### config.mk
export PLATFORM = sky130hd
export DESIGN_NAME = i2c_bus_scheduler
export DESIGN_NICKNAME = d
export VERILOG_FILES = /design/src/rtl/i2c_bus_scheduler.sv
export SDC_FILE = /design/constraint.sdc
export NUM_CORES = 1
export LEC_CHECK = 0
export ABC_AREA = 1
export CAP_MARGIN = 5
export CORE_MARGIN = 2
export CORE_UTILIZATION = 58
export DETAILED_ROUTE_END_ITERATION = 10
export GPL_ROUTABILITY_DRIVEN = 0
export PLACE_DENSITY = 0.83
export SLEW_MARGIN = 0
export SYNTH_ARGS = -nofsm -noshare
export SYNTH_HDL_FRONTEND = slang
export SYNTH_SLANG_ARGS = --single-unit
### constraint.sdc
create_clock -name CLK_1MHZ_IN -period 3.3 [get_ports CLK_1MHZ_IN]
set_input_delay 0.66 -clock CLK_1MHZ_IN [delete_from_list [all_inputs] [get_ports CLK_1MHZ_IN]]
set_output_delay 0.66 -clock CLK_1MHZ_IN [all_outputs]
set_load 0.01 [all_outputs]
### src/rtl/i2c_bus_scheduler.sv
// Round-robin scheduler sharing one I2C master among four requesters, with a free-running
// 100 kHz tick enable, a post-transaction bus-idle guard interval and a transaction watchdog.
module i2c_bus_scheduler #(
  parameter int TICK_DIV      = 10,
  parameter int TIMEOUT_TICKS = 200,
  parameter int GUARD_TICKS   = 1
) (
  input  logic       CLK_1MHZ_IN,
  input  logic       RESET,
  input  logic [3:0] REQ,
  input  logic       DONE,
  output logic [3:0] GNT,
  output logic       START,
  output logic       BUSY_OUT,
  output logic       TICK_100KHZ,
  output logic       TIMEOUT,
  output logic [1:0] TIMEOUT_ID
);
  localparam int TICK_W  = $clog2(TICK_DIV);
  localparam int TMO_W   = $clog2(TIMEOUT_TICKS + 1);
  localparam int GUARD_W = (GUARD_TICKS > 0) ? $clog2(GUARD_TICKS + 1) : 1;

  localparam logic [TICK_W-1:0]  TICK_LAST  = TICK_W'(TICK_DIV - 1);
  localparam logic [TMO_W-1:0]   TMO_LIMIT  = TMO_W'(TIMEOUT_TICKS);
  localparam logic [GUARD_W-1:0] GUARD_LOAD = GUARD_W'(GUARD_TICKS);

  typedef enum logic [1:0] {
    S_IDLE  = 2'd0,
    S_WAIT  = 2'd1,
    S_GUARD = 2'd2
  } state_t;

  state_t             r_state, w_state_nxt;
  logic [1:0]         r_ptr, w_ptr_nxt;
  logic [TMO_W-1:0]   r_tmo_cnt, w_tmo_cnt_nxt;
  logic [GUARD_W-1:0] r_guard_cnt, w_guard_cnt_nxt;
  logic               r_start, w_start_nxt;
  logic               r_timeout, w_timeout_nxt;
  logic [1:0]         r_timeout_id, w_timeout_id_nxt;
  logic [TICK_W-1:0]  r_tick_cnt;
  logic               w_tick;
  logic               w_tmo_hit;
  logic [1:0]         w_winner;
  logic [1:0]         w_idx;

  // NOTE: sequential state uses non-blocking assignments so every register samples pre-edge values.
  always_ff @(posedge CLK_1MHZ_IN or negedge RESET) begin
    if (!RESET) begin
      r_tick_cnt <= '0;
    end else if (r_tick_cnt == TICK_LAST) begin
      r_tick_cnt <= '0;
    end else begin
      r_tick_cnt <= r_tick_cnt + TICK_W'(1);
    end
  end

  assign w_tick    = (r_tick_cnt == TICK_LAST);
  assign w_tmo_hit = (r_tmo_cnt == TMO_LIMIT);

  // Descending scan so the requester closest after the last winner overwrites the others.
  always_comb begin
    w_winner = r_ptr;
    w_idx    = r_ptr;
    for (int k = 4; k >= 1; k--) begin
      w_idx = r_ptr + 2'(k);
      if (REQ[w_idx]) w_winner = w_idx;
    end
  end

  always_ff @(posedge CLK_1MHZ_IN or negedge RESET) begin
    if (!RESET) begin
      r_state      <= S_IDLE;
      r_ptr        <= 2'd3;
      r_tmo_cnt    <= '0;
      r_guard_cnt  <= '0;
      r_start      <= 1'b0;
      r_timeout    <= 1'b0;
      r_timeout_id <= 2'd0;
    end else begin
      r_state      <= w_state_nxt;
      r_ptr        <= w_ptr_nxt;
      r_tmo_cnt    <= w_tmo_cnt_nxt;
      r_guard_cnt  <= w_guard_cnt_nxt;
      r_start      <= w_start_nxt;
      r_timeout    <= w_timeout_nxt;
      r_timeout_id <= w_timeout_id_nxt;
    end
  end

  always_comb begin
    // NOTE: every signal gets its hold/default value first so no branch can infer a latch.
    w_state_nxt      = r_state;
    w_ptr_nxt        = r_ptr;
    w_tmo_cnt_nxt    = r_tmo_cnt;
    w_guard_cnt_nxt  = r_guard_cnt;
    w_start_nxt      = 1'b0;
    w_timeout_nxt    = 1'b0;
    w_timeout_id_nxt = r_timeout_id;

    case (r_state)
      S_IDLE: begin
        if (REQ != 4'b0000) begin
          w_state_nxt   = S_WAIT;
          w_ptr_nxt     = w_winner;
          w_tmo_cnt_nxt = '0;
          w_start_nxt   = 1'b1;
        end
      end
      S_WAIT: begin
        if (DONE || w_tmo_hit) begin
          // DONE takes precedence: an abort is only flagged when the master never answered.
          if (!DONE) begin
            w_timeout_nxt    = 1'b1;
            w_timeout_id_nxt = r_ptr;
          end
          if (GUARD_TICKS == 0) begin
            w_state_nxt = S_IDLE;
          end else begin
            w_state_nxt     = S_GUARD;
            w_guard_cnt_nxt = GUARD_LOAD;
          end
        end else if (w_tick) begin
          w_tmo_cnt_nxt = r_tmo_cnt + TMO_W'(1);
        end
      end
      S_GUARD: begin
        if (r_guard_cnt == '0) begin
          w_state_nxt = S_IDLE;
        end else if (w_tick) begin
          w_guard_cnt_nxt = r_guard_cnt - GUARD_W'(1);
        end
      end
      default: w_state_nxt = S_IDLE;
    endcase
  end

  assign GNT         = (r_state == S_WAIT) ? (4'b0001 << r_ptr) : 4'b0000;
  assign START       = r_start;
  assign BUSY_OUT    = (r_state != S_IDLE);
  assign TICK_100KHZ = w_tick;
  assign TIMEOUT     = r_timeout;
  assign TIMEOUT_ID  = r_timeout_id;

endmodule

# After elaboration in Yosys (flattened, before gate mapping)
# Index checks and enable logic that the tools add are counted.
# Widths: inputs -> output; s select.
[op_classes]
n_addsub = 6
n_mul = 0
div = 0
magnitude_cmp = 3
eq_ne = 9
shifts = 1
n_mux = 28
bitwise_logic = 1
n_reduce_logical = 12
[ops]
columns = ["cell", "count"]
rows = [
  ["$mux 8", 3],
  ["$pmux 8 s2", 1],
  ["$mux 2", 6],
  ["$mux 1", 11],
  ["$ne 2x2->1 const B", 5],
  ["$lt 2x3->1 const B", 3],
  ["$reduce_and 3->1", 3],
  ["$add 8x1->8 const B", 1],
  ["$eq 8x8->1 const B", 1],
  ["$mux 4", 2],
  ["$bmux 1 s2", 3],
  ["$pmux 2 s3", 1],
  ["$reduce_bool 2->1", 3],
  ["$add 2x2->2 const B", 2],
  ["$add 4x1->4 const B", 1],
  ["$eq 4x4->1 const B", 1],
  ["$reduce_and 4->1", 1],
  ["$reduce_bool 4->1", 1],
  ["$shl 1x2->4 const A", 1],
  ["$reduce_bool 3->1", 1],
  ["$add 2x1->2 const B", 1],
  ["$eq 2x1->1 const B", 1],
  ["$eq 2x2->1 const B", 1],
  ["$logic_not 2->1", 1],
  ["5 further kinds", 5],
]
[word_totals]
reg_bits = 21
latch_bits = 0
ram_bits = 0
rom_bits = 0
input_bits = 7
mem_count = 0

# Depth between registers and ports, before layout
# Gate-level depths: netlist of run 1.
[logic_depth]
word_depth = 6
ltp_mapped = 10

# Worst setup path before layout of run 1
# No wires, ideal clock.
[synth_timing]
path_kind = "flip-flop to output port"
startpoint = "register r_ptr[0]"
endpoint = "output GNT[0]"
arrival_time_ps = 956
required_ps = 2640
setup_slack_ps = 1684
path_stages_with_launch = 5
path_buffers = 0
path_cell_list = "dfstp_2 > inv_2 > ha_1 > inv_1 > nor2_1"
[synth_between]
elab_chain_cells = 2
[synth_rtl]
columns = ["item", "line", "rtl"]
rows = [
  ["start: declaration", "34", "logic [1:0] r_ptr, w_ptr_nxt;"],
  ["start signal: assignment", "81", "r_ptr <= w_ptr_nxt;"],
  ["$shl 1x2->4", "137", "assign GNT = (r_state == S_WAIT) ? (4'b0001 << r_ptr) : 4'b0000;"],
  ["$mux 4", "137", ""],
  ["end: declaration", "12", "output logic [3:0] GNT,"],
]
# No other way between the ends.

# Worst setup path in the final report of run 1
[layout_timing]
startpoint = "register r_ptr[0]"
endpoint = "output GNT[2]"
# Same word-level chain as after synthesis.

==> results of run 1 <==
==> state kept, by name (all words and copies together), names as in the netlist <==
register / cells
START: 1
TIMEOUT: 1
TIMEOUT_ID: 2
r_guard_cnt: 1
r_ptr: 2
r_state: 2
r_tick_cnt: 4
r_tmo_cnt: 8
==> worst register-to-register path: cells and delay by family (launching register included) <==
| kind | cells | cell delay [ps] |
|---|---|---|
| flip-flops | 1 | 640 |
| AND/OR/NAND/NOR | 6 | 380 |
| adder cells (fa/ha/maj) | 1 | 320 |
| buffers and inverters | 3 | 240 |
==> area by class of cell <==
cell class	instances	area, um^2	area share
clock buffers	3	22.5	0.0150
clock inverters	1	5.00	0.00334
inverters	28	108	0.0717
multi-input cells	122	643	0.429
flip-flops and latches	21	528	0.352
well taps	27	33.8	0.0225
repair buffers	16	160	0.107
==> worst paths after layout <==
| check | from | to | slack [ps] | cells after the start |
|---|---|---|---|---|
| worst max-delay path | r_ptr[0] | GNT[2] | 810 | 5 |
| worst min-delay path | TIMEOUT_ID[1] | TIMEOUT_ID[1] | 500 | 2 |
| max in group asynchronous | RESET | r_tick_cnt[1] | 1890 | 1 |
| min in group asynchronous | RESET | TIMEOUT_ID[0] | 860 | 1 |
| worst min register to register | TIMEOUT_ID[1] | TIMEOUT_ID[1] | 500 | 2 |
| worst max register to register | r_ptr[0] | r_ptr[0] | 1670 | 10 |
==> through the flow <==
| step | utilization | total power [mW] | worst slack (ps) | cell area [um^2] |
|---|---|---|---|---|
| final | 0.742 | 1.00 | 809 | 1500 |
| after global routing | 0.742 | 1.10 | 721 | 1500 |
| after CTS | 0.742 | 1.00 | 806 | 1500 |
| after detailed placement | 0.728 | 0.877 | 1150 | 1470 |
| after global placement | 0.728 | 0.858 | 1200 | 1470 |
| after floorplan | - | 0.723 | 1680 | 1280 |
==> Yosys cell counts <==
master	count	area share
nand2_2	1	0.0049
nand2_4	1	0.0088
nand2_1	55	0.16
nand4_2	1	0.0098
dfstp_2	2	0.041
nor3_1	1	0.0039
nand4_1	3	0.015
or2_2	1	0.0049
o21ai_1	1	0.0039
inv_1	25	0.073
nor3_2	1	0.0078
o21ai_4	1	0.013
nor2_2	2	0.0098
o21bai_1	1	0.0059
o21ai_2	1	0.0069
o21a_1	1	0.0059
a21oi_1	2	0.0078
o21ai_0	4	0.016
ha_1	6	0.059
nand3_2	1	0.0078
dfrtp_1	19	0.37
nor2_4	2	0.018
inv_4	1	0.0049
nand3_1	17	0.067
inv_2	2	0.0059
xnor2_1	2	0.014
nor2_1	16	0.047
xor2_1	1	0.0069
==> power by group through the flow <==
| stage | clock [mW] | combinational, mW | sequential, mW |
|---|---|---|---|
| after global routing | 0.140 | 0.586 | 0.374 |
| after detailed placement | 0 | 0.509 | 0.368 |
| after floorplan | 0 | 0.363 | 0.360 |
| final | 0.123 | 0.512 | 0.366 |
| after CTS | 0.127 | 0.514 | 0.364 |
| after global placement | 0 | 0.492 | 0.365 |
==> cell families after synthesis <==
logic type                 count (synthesis)
AOI/OAI and AO/OA                         11
adders and majority gates                  6
DFF                                       21
and+or+nand+nor                          102
xor gates and xnor gates                   3
buffers and inverters                     28
==> metal layers <==
layer / part of all wire / wire length, um / track usage / up-vias
met1: 0.45 / 1160 / 0.312 / 520
li1: - / - / - / 574
met4: 0.011 / 27 / 0.0676 / 0
met2: 0.50 / 1290 / 0.433 / 23
met3: 0.037 / 95 / 0.0351 / 4
met5: 0 / 0 / 0 / -
==> metrics.txt, run 1 <==
total CTS buffers=3; vias in the first global route=1110; Overflow after GRT=0; Clk Latency, worst-skew pair=300 ps; Die W=51.0 um; non-filler instance count after layout=218; post-synthesis mux area share=0; synthesized cell area=0.00128 mm^2; Cell Rows=16; largest net degree at the start of global routing=22; Synth Instances=171; setup_tns=0 ps; # fillers=157; Post-CTS Resized=0; Leakage Power=0.754 nW; status=complete, no violations; clock share of power=0.123; commonest non-fill, non-tap cell in the layout=nand2_1; initial antenna violation count=0; Unique masters post-synth=28; starting density of the core=0.632; drt drc=0; Buf/Inv on CP=3; wire per inst=11.8 um; total global-route track usage=0.245; Die Y=51.0 um; via count=1121; Max-Cap Viols=0; CTS tree=yes; final setup vio count=0; Final Hold Vio Count=0; yosys warns=0; part of the cycle the worst path needs=0.755; critical path cell sequence=inv_2 -> ha_1 -> inv_1 -> nor2_1 -> clkdlybuf4s50_1; synthesized flop and latch total=21; slowest library cell on the worst path=dfstp_2; DRT iter0 DRCs=37; peak supply drop=0.547 mV; Comb pwr share=0.512; H-tree Lvls=1; commonest cells after routing, fill and taps aside=nand2_1, inv_1, dfrtp_1; pwr dens=668 mW/mm^2; drt via density=5.14; Port Buffers=16; share of layout cells above drive strength 1=0.110; largest delay contributor family on the critical path=flip-flops; CP peak stage delay=640 ps; RSZ-0062 raised after global routing=no; internal power=548 uW; CP Max Fanout=9; first-pass GRT wire length=4780 um; Sinks on Clock Net=21; post-synthesis compound-gate area fraction=0.0587; Synth Net Count=184; ANT cells=0; Simple-Gate Fraction of Synth Area=0.365; Max Fclk=401 MHz; # Post-CTS Setup Buffers=0; synthesis-to-layout area growth=17.3%; switching part of the total power=0.453; sequential power share=0.366; final hold slack=498 ps; Worst Path Required=2640 ps; Avg Cell Area, Syn=7.48 um^2; normalized max-slew margin=0.393; fin nets=205; Final Skew=4.74 ps; Slew Viols, Final=0; critical path arrival=1830 ps; Synth Area in XOR/XNOR=0.0205; worst-margin pin slew=908 ps; # IOs=17; crit path kind=reg -> out; Synth Area in Adders=0.0587; Routed Wire Length=2570 um; Hold Buf Count CTS=0; CTS Buffer Depth=2; Tmin final=2490 ps; dpl hpwl=2010 um; hold crit path type=reg -> reg; CP endpoint kind=output port; post-synthesis sequential area ratio=0.413; Worst setup SP type=register; largest family of logic cells by synthesized area=simple AND/OR/NAND/NOR gates; switching pwr=454 uW; Clk pin slew, worst setup/hold paths=110 ps; antenna-violating nets left=0; core area=0.00202 mm^2; Inst Count DP=214; die area=0.00260 mm^2; drt pass-1 iters=4; Root Driver=clkbuf_4
Note: power is estimated with default switching activity, not from simulation.
==> run 2: changes to the inputs <==
--- a/config.mk
+++ b/config.mk
@@ -8,10 +8,10 @@
 export ABC_AREA = 1
 export CAP_MARGIN = 5
 export CORE_MARGIN = 2
-export CORE_UTILIZATION = 58
+export CORE_UTILIZATION = 54
 export DETAILED_ROUTE_END_ITERATION = 10
 export GPL_ROUTABILITY_DRIVEN = 0
-export PLACE_DENSITY = 0.83
+export PLACE_DENSITY = 0.78
 export SLEW_MARGIN = 0
 export SYNTH_ARGS = -nofsm -noshare
 export SYNTH_HDL_FRONTEND = slang
==> constraint.sdc (replaced) <==
create_clock -name CLK_1MHZ_IN -period 2.5 [get_ports CLK_1MHZ_IN]
set_input_delay 0.5 -clock CLK_1MHZ_IN [delete_from_list [all_inputs] [get_ports CLK_1MHZ_IN]]
set_output_delay 0.5 -clock CLK_1MHZ_IN [all_outputs]
set_load 0.01 [all_outputs]
==> run 2 against run 1 <==
Net effect:
- first-iteration DRC count decreased by 8.1%
- sequential cell count unchanged
- combinational power increased by 34%
- critical path depth unchanged
- utilization decreased by 6.7 points
==> metrics.txt, run 2 (synthesized netlist as in run 1, its figures left out) <==
antenna-violating nets left=0 (unchanged); Slew Viols, Final=0 (unchanged); CTS tree=yes; Worst Path Required=2000 ps (-640 ps); H-tree Lvls=1 (unchanged); starting density of the core=0.573 (-0.0599); internal power=731 uW (+33%); Port Buffers=16 (unchanged); total CTS buffers=3 (unchanged); # fillers=192 (+22%); switching pwr=602 uW (+33%); number of flip-flops in the largest register=8 (unchanged); total global-route track usage=0.241 (-0.00419); crit path kind=reg -> out; Worst setup SP type=register; worst-margin pin slew=375 ps (-533 ps); Total Power=1.33 mW (+33%); Post-CTS Resized=0 (unchanged); critical path arrival=1860 ps (+30 ps); clock share of power=0.124 (about the same); share of layout cells above drive strength 1=0.109 (-0.000573); first-pass GRT wire length=4860 um (+1.7%); final setup vio count=0 (unchanged); Cell Rows=17 (+1); part of the cycle the worst path needs=0.945; wire per inst=11.8 um (about the same); Max Fclk=423 MHz; Leakage Power=0.756 nW (+0.28%); drt pass-1 iters=4 (unchanged); Hold Buf Count CTS=0 (unchanged); Comb pwr share=0.516 (+0.004); hold crit path type=reg -> reg; ANT cells=0 (unchanged); normalized max-slew margin=0.749 (+0.356); Inst Count DP=216 (+0.93%); # IOs=17 (unchanged); DRT iter0 DRCs=34 (-8.1%); Final Skew=2.02 ps (-2.72 ps); Clk Latency, worst-skew pair=310 ps (about the same); Die Y=52.7 um (+3.3%); top flop regs=r_tmo_cnt x8, r_tick_cnt x4; sequential power share=0.360 (-0.006); vias in the first global route=1126 (+1.4%); Overflow after GRT=0 (unchanged); core area=0.00223 mm^2 (+10%); fin nets=206 (+0.49%); pwr dens=884 mW/mm^2 (+32%); commonest cells after routing, fill and taps aside=nand2_1, inv_1, dfrtp_1; Sinks on Clock Net=21 (unchanged); switching part of the total power=0.452 (-0.00119); drt via density=5.12 (-0.47%); setup_tns=0 ps (unchanged); reg2reg setup slack=840 ps (-830 ps); Routed Wire Length=2590 um (+0.97%); non-filler instance count after layout=220 (+0.92%); Tmin final=2360 ps; largest net degree at the start of global routing=22 (unchanged); CTS Buffer Depth=2 (unchanged); CP Max Fanout=9 (unchanged); status=complete, no violations; Biggest register=r_tmo_cnt; CP endpoint kind=output port; Final Hold Vio Count=0 (unchanged); die area=0.00277 mm^2 (+6.8%); RSZ-0062 raised after global routing=no; commonest non-fill, non-tap cell in the layout=nand2_1; peak supply drop=0.707 mV (+29%); Clk pin slew, worst setup/hold paths=110 ps (about the same); synthesis-to-layout area growth=17.9%; # Post-CTS Setup Buffers=0 (unchanged); Root Driver=clkbuf_4; Die W=52.7 um (+3.3%); initial antenna violation count=0 (unchanged); via count=1126 (+0.45%); drt drc=0 (unchanged); Max-Cap Viols=0 (unchanged); dpl hpwl=1980 um (-1.6%)
run 2: path summary, 6_finish.rpt:
check,from,endpoint,cells after the start
setup / recovery,r_ptr[0],GNT[2],5
hold / removal,TIMEOUT_ID[0],TIMEOUT_ID[0],2
setup reg to reg,r_ptr[0],r_ptr[0],10
hold reg to reg,TIMEOUT_ID[0],TIMEOUT_ID[0],2
max in group asynchronous,RESET,r_ptr[1],2
min in group asynchronous,RESET,r_tmo_cnt[4],2
run 2: stage by stage:
step	util	instance area, um^2	hold WS (ps)	setup slack (ps)
finish	0.675	1510	511	137
global route	0.675	1510	529	30.1
CTS	0.675	1510	513	118
detailed placement	0.663	1480	486	480
global placement	0.663	1480	470	564
floorplan	-	1280	204	1040
run 2: area by class of cell:
cell class	count	area [um^2]	area share
clock buffer	4	26.3	0.0174
timing repair buffer	17	168	0.111
multi-input combinational	122	643	0.427
tap	28	35.0	0.0232
sequential	21	528	0.350
inverter	28	108	0.0714
run 2: worst max-delay path: stages, from the launching register on:
cell             delay, ps
dfstp_2                650
inv_2                  110
ha_1                   220
inv_1                   60
nor2_1                  40
clkdlybuf4s50_1        470
run 2: power by group through the flow:
stage                     Sequential (mW)  Clock [mW]  Combinational (mW)
after floorplan                     0.475           0               0.479
after global placement              0.480           0               0.659
after detailed placement            0.484           0               0.690
after CTS                           0.479       0.171               0.691
after global routing                0.489       0.186               0.786
final                               0.479       0.165               0.688
run 2: routing by layer:
| metal | part of all wire | GRT usage |
|---|---|---|
| met1 | 0.46 | 0.307 |
| met2 | 0.49 | 0.404 |
| met3 | 0.033 | 0.0343 |
| met4 | 0.018 | 0.103 |
| met5 | 0 | 0 |
==> run 3: changes to the inputs <==
--- a/config.mk
+++ b/config.mk
@@ -10,7 +10,6 @@
 export CORE_MARGIN = 2
 export CORE_UTILIZATION = 54
 export DETAILED_ROUTE_END_ITERATION = 10
-export GPL_ROUTABILITY_DRIVEN = 0
 export PLACE_DENSITY = 0.78
 export SLEW_MARGIN = 0
 export SYNTH_ARGS = -nofsm -noshare
==> results of run 3 <==
The final DEF is identical to that of run 2; final timing and power are the same.
==> variant 1, RTL diff (settings of run 2) <==
The 3 states of `state_t` get a one-hot encoding in 3 bits.
--- a/src/rtl/i2c_bus_scheduler.sv
+++ b/src/rtl/i2c_bus_scheduler.sv
@@ -24,10 +24,10 @@
   localparam logic [TMO_W-1:0]   TMO_LIMIT  = TMO_W'(TIMEOUT_TICKS);
   localparam logic [GUARD_W-1:0] GUARD_LOAD = GUARD_W'(GUARD_TICKS);
 
-  typedef enum logic [1:0] {
-    S_IDLE  = 2'd0,
-    S_WAIT  = 2'd1,
-    S_GUARD = 2'd2
+  typedef enum logic [2:0] {
+    S_IDLE  = 3'b001,
+    S_WAIT  = 3'b010,
+    S_GUARD = 3'b100
   } state_t;
 
   state_t             r_state, w_state_nxt;
Function: same outputs for any inputs over 10 cycles, from zero or initial values and one cycle with RESET low; not proved beyond that.
==> variant 1 against run 2 <==
Total power is 5.2% higher; wire length rose by 6.9%; clock power increased by 22%; utilization fell by 1.5 points; first-iteration DRC count up 5.9%; sequential share of layout area shrank 1.1 points; synthesized area is 10% higher; sequential cell count is 1 higher; worst setup slack better by 0.019 ns; count of clock-buffer cells in the layout unchanged; global-route usage fell by 2.5 points; maximum frequency grew 0.81%; design area up 8.5%.
==> variant 1: results (changes against run 2) <==
[status]
status=complete, no violations

[placement]
hpwl_um=2130  ; +7.8%

[yosys]
synthTopCellsByArea=dfrtp_1, nand2_1, inv_1, nand3_1, dfstp_2
synthTopCellsByCount=nand2_1, inv_1, dfrtp_1, nand3_1, nor2_1
mappedNetlistNets=206  ; +12%
yosysSeqAreaShare=0.394  ; -0.0188
yosysUniqueCellTypes=30  ; +7.1%
syn_inst=193  ; +13%
async_flop_share=1.00  ; unchanged

[clock_tree]
cts_htree_levels=1  ; unchanged
worstSkewPairLatency_ns=0.31  ; about the same
cts.clk_slew.worst_paths_ns=0.13  ; +0.02 ns

[worst_setup_path]
worstPathArrival_ns=1.84  ; -0.02 ns
cp_max_fo=10  ; +1

[global_routing]
grt_max_degree=23  ; +4.5%
met3_usage=0.0323  ; -0.00203
grt_use_total=0.216  ; -0.0250
use_met1=0.272  ; -0.0359
grtUsageMet2=0.373  ; -0.0312
first_global_vias=1131  ; +0.44%
grt_pass1_wl_um=4700  ; -3.4%

[timing]
worst_pin_slew_ns=0.292  ; -0.0828 ns
skew_ns=0.00637  ; +0.00435 ns

[route]
vias=1236  ; +9.8%
routed_wl_um=2770  ; +6.9%
drtIter0Drc=36  ; +5.9%

[cells_and_area]
fin_nets=226  ; +9.7%
antenna_cells=0  ; unchanged
final_cells=242  ; +10%
reg.largest.list=r_tmo_cnt (8), r_tick_cnt (4), r_state (3)
n_fill_cell=209  ; +8.9%
drive_gt1_frac=0.118  ; +0.00855

[power]
p_leak_nw=0.865  ; +14%
ir_drop_mv=0.554  ; -22%

variant 1: layout make-up:
class | instances | share of cell area
tap | 30 | 0.0230
multi-input combinational | 134 | 0.432
sequential | 22 | 0.339
inverter | 35 | 0.0819
clock buffer | 4 | 0.0222
timing repair buffer | 17 | 0.103
variant 1: power breakdown:
part / switching (mW) / total, mW / internal (mW)
Clock: 0.112 / 0.201 / 0.0889
Sequential: 0.0683 / 0.502 / 0.434
Combinational: 0.447 / 0.699 / 0.253
Total: 0.627 / 1.40 / 0.775
variant 1: logic make-up (layout without fill, tap and decap cells):
family	count (synthesis)	in the layout	share of synthesized area
simple gates	116	116	0.396
buf+inv	37	56	0.104
flops	22	22	0.394
compound gates	10	10	0.0400
fa+ha+maj	6	6	0.0534
xor+xnor	2	2	0.0125
variant 1: per-stage QoR:
stage               setup WS [ns]  total power, mW   util  area [sq um]  hold slack, ns
global route               0.0504             1.53  0.660          1640           0.545
global placement            0.548             1.18  0.645          1600           0.469
floorplan                   0.983             1.02      -          1410           0.204
CTS                         0.141             1.41  0.660          1640           0.512
finish                      0.156             1.40  0.660          1640           0.504
detailed placement          0.508             1.21  0.645          1600           0.482
variant 1: worst max-delay path by stage:
stage                   from  endpoint  slack (ns)  cells past startpoint
global placement    r_ptr[0]    GNT[3]        0.55                      4
detailed placement  r_ptr[0]    GNT[1]        0.51                      4
floorplan           r_ptr[0]  r_ptr[0]        0.98                     11
CTS                 r_ptr[0]    GNT[1]        0.14                      4
global route        r_ptr[0]    GNT[3]        0.05                      4
finish              r_ptr[0]    GNT[1]        0.16                      4
variant 1: worst max-delay path: stages, from the launching register on:
cell and delay, ns:
dfstp_2 0.67, ha_1 0.18, inv_1 0.04, nor2_1 0.10
clkdlybuf4s50_1 0.55
variant 1: metal layers:
metal / part of all wire / wire [um]
met5: 0 / 0
met4: 0.023 / 63
met3: 0.043 / 120
met2: 0.49 / 1350
met1: 0.45 / 1240
==> variant 2, RTL diff (config.mk and constraints of run 2) <==
Made on the original files. `TICK_DIV`: 10 -> 9.
--- a/src/rtl/i2c_bus_scheduler.sv
+++ b/src/rtl/i2c_bus_scheduler.sv
@@ -1,7 +1,7 @@
 // Round-robin scheduler sharing one I2C master among four requesters, with a free-running
 // 100 kHz tick enable, a post-transaction bus-idle guard interval and a transaction watchdog.
 module i2c_bus_scheduler #(
-  parameter int TICK_DIV      = 10,
+  parameter int TICK_DIV      = 9,
   parameter int TIMEOUT_TICKS = 200,
   parameter int GUARD_TICKS   = 1
 ) (
Formal check against the unedited RTL: not equivalent (a bounded check fails within 10 cycles, from zero or initial values and one cycle with RESET low).
==> variant 2 against run 2 <==
Synthesized area rose by 4.4%; wire length fell by 2.0%; sequential share of layout area fell by 0.88 points; via count fell by 2.7%; sequential cell count did not move; global-route usage fell by 4.4 points; total power fell by 1.7%; worst setup slack improved by 0.020 ns; register-to-register slack improved by 0.05 ns; design area rose by 2.6%; clock power barely moved; final cell count rose by 0.45%; largest power group unchanged.
==> variant 2: results (changes against run 2) <==
[route]
drtAntennaViolNets=0  ; unchanged
met3WireLength_um=88  ; +3.5%
avgRoutedWirePerCell_um=11.5  ; -2.5%
routed_wl_um=2540  ; -2.0%
drtIter0Drc=25  ; -26%
drt-met1-wl_um=1100  ; -7.0%
vias=1096  ; -2.7%
wl_met2_um=1330  ; +4.6%

[power]
ir_drop_mv=0.608  ; -14%
p_int_mw=0.724  ; -0.92%
p_leak_nw=0.795  ; +5.1%
p_total_mw=1.31  ; -1.7%

[global_routing]
use_met1=0.247  ; -0.0609
first_global_vias=1026  ; -8.9%
grt_max_degree=13  ; -41%
met3_usage=0.0278  ; -0.00651
grtUsageMet2=0.354  ; -0.0505
grt_pass1_wl_um=4250  ; -13%
grt_use_total=0.198  ; -0.0436

[cells_and_area]
drive_gt1_frac=0.157  ; +0.0477
antenna_cells=0  ; unchanged
fin_nets=207  ; +0.49%

[timing]
holdWs_ns=0.491  ; -0.0202 ns
skew_ns=0.00849  ; +0.00647 ns
final-setup-viol-count=0  ; unchanged
worst_pin_slew_ns=0.521  ; +0.146 ns
postLayoutSetupSlackWorst_ns=0.158  ; +0.0205 ns

[worst_setup_path]
r2r_cells=10  ; unchanged
reg2reg_slack_ns=0.89  ; +0.05 ns
worstPathArrival_ns=1.84  ; -0.02 ns
cp_max_fo=9  ; unchanged

[placement]
hpwl_um=2040  ; +3.3%
dp_cells=217  ; +0.46%
place_ws_ns=0.500  ; +0.0199 ns

[min_path]
hold_end=r_guard_cnt
hp-start=r_guard_cnt
min_path_type=reg2reg
hold_depth=2  ; unchanged

[yosys]
yosysSeqAreaShare=0.396  ; -0.0174
mappedNetlistNets=186  ; +1.1%
async_flop_share=1.00  ; unchanged
yosysWarnings=0  ; unchanged
avgSynthCellArea_sq_um=7.81  ; +4.4%
synthTopCellsByArea=dfrtp_1, nand2_1, ha_1, inv_1, nand3_1
yosysUniqueCellTypes=23  ; -18%
synthTopCellsByCount=nand2_1, inv_1, dfrtp_1

[clock_tree]
worstSkewPairLatency_ns=0.30
numCtsBuffers=3  ; unchanged
cts_resized=0  ; unchanged
cts.clk_slew.worst_paths_ns=0.12

[status]
status=complete, no violations

[variant 2: logic make-up after synthesis]
logic type               after synthesis  synth area share
AND/OR/NAND/NOR                       96             0.344
buffers and inverters                 30            0.0965
flip-flops                            21             0.396
AO/OA/AOI/OAI                         13            0.0694
adder cells (fa/ha/maj)                8            0.0750
XOR/XNOR                               3            0.0197
[variant 2: critical path: stages, from the launching register on]
cell and delay (ns):
dfstp_2 0.63, inv_2 0.11, ha_1 0.21, inv_1 0.07, nor2_1 0.04, clkdlybuf4s50_1 0.47
[variant 2: final cells by class]
type	count	area [sq um]
fill	226	863
multi-input combinational	120	678
sequential	21	528
timing repair buffer	17	168
inverter	29	109
tap	30	37.5
clock buffer	4	26.3
[variant 2: power groups by stage]
stage          combinational (mW)  clock, mW  sequential, mW
2_1_floorplan               0.502          0           0.489
3_3_place_gp                0.635          0           0.495
3_5_place_dp                0.661          0           0.499
4_1_cts                     0.665      0.171           0.492
5_1_grt                     0.742      0.178           0.504
6_report                    0.653      0.165           0.492
